<file path="src/rtl/sr_seq_pkg.sv">
// Shared definitions for the SR command sequencer: state encoding, SR drive codes
// and the helper that maps a target level onto its SR code.
package sr_seq_pkg;

    localparam logic [1:0] IDLE  = 2'd0;
    localparam logic [1:0] HOLD  = 2'd1;
    localparam logic [1:0] GUARD = 2'd2;

    typedef enum logic [1:0] {
        ST_IDLE  = IDLE,
        ST_HOLD  = HOLD,
        ST_GUARD = GUARD
    } state_t;

    localparam logic [1:0] SR_HOLD = 2'b00;
    localparam logic [1:0] SR_CLR  = 2'b01;
    localparam logic [1:0] SR_SET  = 2'b10;

    // Wide enough for any hold/guard length in 1..15.
    localparam int CNT_W = $clog2(16);

    function automatic logic [1:0] sr_code(input logic tgt);
        return tgt ? SR_SET : SR_CLR;
    endfunction

endpackage

</file>
<file path="src/rtl/sr_seq_timer.sv">
// Loadable down-counter shared by the HOLD and GUARD phases; done flags a zero count.
module sr_seq_timer
    import sr_seq_pkg::*;
(
    input  logic             clk,
    input  logic             rst,
    input  logic             i_load,
    input  logic [CNT_W-1:0] i_load_val,
    input  logic             i_dec,
    output logic             o_done
);

    logic [CNT_W-1:0] r_count;

    // Saturates at zero so an extra decrement can never wrap the count.
    always_ff @(posedge clk or posedge rst) begin
        if (rst) begin
            r_count <= '0;
        end else if (i_load) begin
            r_count <= i_load_val;
        end else if (i_dec && (r_count != '0)) begin
            r_count <= r_count - 1'b1;
        end
    end

    assign o_done = (r_count == '0);

endmodule

</file>
<file path="src/rtl/sr_cmd_seq.sv">
// Sequences set/clear requests into timed SR codes for a downstream SR flip-flop,
// with a guard gap after each command, a one-deep pending slot and a shadow of q.
module sr_cmd_seq
    import sr_seq_pkg::*;
#(
    parameter int HOLD_CYCLES  = 2,
    parameter int GUARD_CYCLES = 1
) (
    input  logic       clk,
    input  logic       rst,
    input  logic       set_req,
    input  logic       clr_req,
    output logic [1:0] sr,
    output logic       busy,
    output logic       conflict,
    output logic       shadow_q
);

    localparam logic [CNT_W-1:0] HOLD_LOAD  = CNT_W'(HOLD_CYCLES - 1);
    localparam logic [CNT_W-1:0] GUARD_LOAD = CNT_W'(GUARD_CYCLES - 1);

    state_t           r_state;
    logic [1:0]       r_sr;
    logic             r_busy;
    logic             r_conflict;
    logic             r_shadow;
    logic             r_pend_vld;
    logic             r_pend_tgt;

    state_t           w_state_next;
    logic [1:0]       w_sr_next;
    logic             w_shadow_next;
    logic             w_pend_vld_next;
    logic             w_pend_tgt_next;
    logic             w_launch;
    logic             w_launch_tgt;
    logic             w_tmr_load;
    logic [CNT_W-1:0] w_tmr_load_val;
    logic             w_tmr_dec;
    logic             w_tmr_done;
    logic             w_single;
    logic             w_both;

    assign w_single = set_req ^ clr_req;
    assign w_both   = set_req & clr_req;

    sr_seq_timer u_timer (
        .clk        (clk),
        .rst        (rst),
        .i_load     (w_tmr_load),
        .i_load_val (w_tmr_load_val),
        .i_dec      (w_tmr_dec),
        .o_done     (w_tmr_done)
    );

    always_ff @(posedge clk or posedge rst) begin
        if (rst) begin
            r_state    <= ST_IDLE;
            r_sr       <= SR_HOLD;
            r_busy     <= 1'b0;
            r_conflict <= 1'b0;
            r_shadow   <= 1'b0;
            r_pend_vld <= 1'b0;
            r_pend_tgt <= 1'b0;
        end else begin
            r_state    <= w_state_next;
            r_sr       <= w_sr_next;
            r_busy     <= (w_state_next != ST_IDLE);
            r_conflict <= w_both;
            r_shadow   <= w_shadow_next;
            r_pend_vld <= w_pend_vld_next;
            r_pend_tgt <= w_pend_tgt_next;
        end
    end

    always_comb begin
        w_state_next    = r_state;
        w_sr_next       = r_sr;
        w_shadow_next   = r_shadow;
        w_pend_vld_next = r_pend_vld;
        w_pend_tgt_next = r_pend_tgt;
        w_launch        = 1'b0;
        w_launch_tgt    = 1'b0;
        w_tmr_load      = 1'b0;
        w_tmr_load_val  = '0;
        w_tmr_dec       = 1'b0;

        // While busy, a lone request overwrites the slot and a collision empties it.
        if (w_both) begin
            w_pend_vld_next = 1'b0;
        end else if (w_single) begin
            w_pend_vld_next = 1'b1;
            w_pend_tgt_next = set_req;
        end

        case (r_state)
            ST_IDLE: begin
                w_pend_vld_next = 1'b0;
                w_sr_next       = SR_HOLD;
                if (w_single && (set_req != r_shadow)) begin
                    w_launch     = 1'b1;
                    w_launch_tgt = set_req;
                end
            end
            ST_HOLD: begin
                if (w_tmr_done) begin
                    w_state_next   = ST_GUARD;
                    w_sr_next      = SR_HOLD;
                    w_shadow_next  = r_sr[1];
                    w_tmr_load     = 1'b1;
                    w_tmr_load_val = GUARD_LOAD;
                end else begin
                    w_tmr_dec = 1'b1;
                end
            end
            ST_GUARD: begin
                if (w_tmr_done) begin
                    // A request on this very edge takes precedence over the stored one.
                    w_pend_vld_next = 1'b0;
                    w_state_next    = ST_IDLE;
                    if (w_single) begin
                        w_launch     = (set_req != r_shadow);
                        w_launch_tgt = set_req;
                    end else if (!w_both && r_pend_vld) begin
                        w_launch     = (r_pend_tgt != r_shadow);
                        w_launch_tgt = r_pend_tgt;
                    end
                end else begin
                    w_tmr_dec = 1'b1;
                end
            end
            default: begin
                w_state_next    = ST_IDLE;
                w_sr_next       = SR_HOLD;
                w_pend_vld_next = 1'b0;
            end
        endcase

        if (w_launch) begin
            w_state_next    = ST_HOLD;
            w_sr_next       = sr_code(w_launch_tgt);
            w_pend_vld_next = 1'b0;
            w_tmr_load      = 1'b1;
            w_tmr_load_val  = HOLD_LOAD;
        end
    end

    assign sr       = r_sr;
    assign busy     = r_busy;
    assign conflict = r_conflict;
    assign shadow_q = r_shadow;

endmodule

</file>
<file path="config.mk">
export PLATFORM = sky130hd
export DESIGN_NAME = sr_cmd_seq
export DESIGN_NICKNAME = d
export VERILOG_FILES = /design/src/rtl/sr_seq_pkg.sv /design/src/rtl/sr_seq_timer.sv /design/src/rtl/sr_cmd_seq.sv
export SDC_FILE = /design/constraint.sdc
export NUM_CORES = 1
export LEC_CHECK = 0
export BUFFER_PORTS_ARGS = -buffer_cell sky130_fd_sc_hd__clkbuf_2
export CORE_MARGIN = 2
export CORE_UTILIZATION = 58
export CTS_BUF_LIST = sky130_fd_sc_hd__clkbuf_8
export CTS_CLUSTER_DIAMETER = 60
export CTS_CLUSTER_SIZE = 28
export DETAILED_ROUTE_END_ITERATION = 7
export PLACE_DENSITY = 0.79
export SLEW_MARGIN = 20
export SYNTH_ARGS = -nofsm -noshare
export SYNTH_HDL_FRONTEND = slang
export SYNTH_HIERARCHICAL = 1
export SYNTH_SLANG_ARGS = --single-unit
</file>
<file path="constraint.sdc">
create_clock -name clk -period 3.15 [get_ports clk]
set_input_delay 0.4725 -clock clk [delete_from_list [all_inputs] [get_ports clk]]
set_output_delay 0.4725 -clock clk [all_outputs]
set_load 0.05 [all_outputs]
</file>
==> out/summary.txt <==
ys flop type: dfrtp_1
initial antenna violation count: 0
Worst-path clk slew: 50 ps
vias post-DR: 631
endpoints failing setup: 0
CTS sink cnt: 13
router iterations before antenna repair: 4
vias per inst: 5.74
port bufs: 8
ant diodes: 0
FILL cells: 112
FF+latch count, synth: 13
Final TNS setup: 0 ps
most frequent cells in the layout: 13 x dfrtp_1, 9 x inv_1, 8 x clkbuf_2
dpl hpwl: 1150 µm
kind of critical path: flip-flop to flip-flop
total CTS buffers: 3
EDFF count, synth: 0
Post-Route WL: 1440 µm
RSZ-0062 raised after global routing: false
Final Slew Violations: 0
DIE AREA: 1700 µm²
die width: 41.3 µm
non-filler cells, final: 110
post-CTS sizing: 0
commonest non-fill, non-tap cell in the layout: dfrtp_1
NumNets Final: 106
DRC: 0
CTS tree: done
Initial Util: 61.9%
outcome: completed
crit path DAT: 2550 ps
M1 WL: 704 µm
Mean Syn Cell Area: 9.83 µm²
1st-iter DRT viols: 20
post-CTS setup repair buffer count: 0
worst reg2reg path depth: 9
Tmin final: 2430 ps
Synthesis Warnings: 6
GPL Wtd Cong: 0.829
clock latency on the worst-skew pair: 240 ps
ANT nets after route: 0
Overall Global Routing Usage: 23.4%
Clock Skew: 0.902 ps
Die Height: 41.3 µm
synthesized area: 806 µm²
Fmax: 412 MHz
CP Launch Type: flip-flop
Core ar.: 1300 µm²
hold_ws: 106 ps
Met3 Routed Length: 57 µm
Hold-fix buffers, CTS: 0
share of cells above drive strength 1: 23.2%
first-pass GRT wire length: 2470 µm
MaxCap Viol Count: 0
total grt overflow: 0
DR top layer: met4
H-tree Lvls: 1
routed len/inst: 13.1 µm
Rows: 13
CP Data Required Time: 3270 ps
register area share after synthesis: 40.4%
DP Cell Count: 106
Power Dens Cells: 1000 nW/µm²
vias in the first global route: 567
Final Hold Viols: 0
CP Max Fanout: 9
DP Worst Slack: 735 ps
FFs w/ async S/R, synth: 100%
CTS root buf: clkbuf_8
Synth cell types: 36
Clock Path Buffers: 2
Hold Path Class: primary input to asynchronous set/reset pin
Ports: 9
period utilisation layout: 77.0%
Worst setup EP type: flip-flop
leakage: 0.472 nW
largest net degree at the start of global routing: 10
Layout area overhead: 13.4%
WL met2: 668 µm
Post-Syn Instances: 82
worst vdd ir: 0.000663 V
post-route setup slack: 724 ps
## worst max-delay path: stages, from the launching register on
cell	delay, ps
dfrtp_1	390
inv_1	100
ha_1	210
or3b_4	420
inv_1	200
nand2_1	110
a21o_1	230
nand2_1	250
nor3_1	80
a221o_1	320
## sequential cells by signal, indices dropped and copies added, names as in the netlist
register         cells
conflict             1
r_pend_vld           1
busy                 1
u_timer/r_count      4
r_pend_tgt           1
shadow_q             1
sr                   2
r_state              2
## cell families after synthesis
kind of cell / count (synthesis) / share of synthesized area, %
xor gates and xnor gates: 2 / 2.17
other: 1 / 0.465
and+or+nand+nor: 26 / 20.7
AOI/OAI and AO/OA: 22 / 19.6
muxes: 2 / 2.79
buffers and inverters: 10 / 4.66
adders and majority gates: 6 / 9.32
DFF: 13 / 40.4
## power breakdown
| part | leakage [nW] | internal (mW) | total, mW | switching [mW] |
|---|---|---|---|---|
| Clock | 0.0269 | 0.0859 | 0.143 | 0.0576 |
| Sequential | 0.168 | 0.228 | 0.279 | 0.0510 |
| Combinational | 0.277 | 0.218 | 0.492 | 0.274 |
## layer usage
layer | vias to the layer above | global-route usage [%]
li1 | 310 | -
met1 | 307 | 31.3
met2 | 12 | 36.3
met3 | 2 | 6.52
met4 | 0 | 7.26
met5 | - | 0
## metrics by stage
stage | power, mW | area (µm²) | utilization [%]
2_1_floorplan | 0.676 | 813 | -
3_3_place_gp | 0.761 | 868 | 66.7
3_5_place_dp | 0.776 | 868 | 66.7
4_1_cts | 0.923 | 913 | 70.2
5_1_grt | 1.00 | 913 | 70.2
6_report | 0.915 | 913 | 70.2
## path summary, 6_finish.rpt
path | startpoint | end | slack [ps]
setup / recovery | u_timer/r_count[0] | u_timer/r_count[3] | 720
hold / removal | rst | u_timer/r_count[3] | 110
setup reg to reg | u_timer/r_count[0] | u_timer/r_count[3] | 720
hold reg to reg | sr[1] | sr[1] | 540
max in group asynchronous | rst | sr[1] | 2710
min in group clk | sr[1] | sr[1] | 540
## cell type report
| class | count | area, µm² | share of cell area, % |
|---|---|---|---|
| multi-input combinational | 61 | 450 | 49.3 |
| sequential | 13 | 325 | 35.6 |
| clock buffer | 3 | 41.3 | 4.52 |
| timing repair buffer | 8 | 40.0 | 4.38 |
| inverter | 9 | 33.8 | 3.70 |
| tap | 15 | 18.8 | 2.05 |
| clock inverter | 1 | 3.75 | 0.411 |
## Yosys cell counts (all sizes together), types with 2 or more instances
| library cell | instances | area [µm²] |
|---|---|---|
| nor2b | 2 | 12.5 |
| and2 | 2 | 13.8 |
| nor3b | 2 | 15.0 |
| mux2 | 2 | 22.5 |
| dfrtp | 13 | 325 |
| ha | 6 | 75.1 |
| a31o | 2 | 17.5 |
| o21ai | 4 | 20.0 |
| inv | 9 | 33.8 |
| a21o | 3 | 23.8 |
| nand2 | 7 | 26.3 |
| nand3 | 2 | 10.0 |
| nor2 | 3 | 11.3 |
| a21oi | 6 | 30.0 |
| xor2 | 2 | 17.5 |
Power figures use the tool's default switching activity.
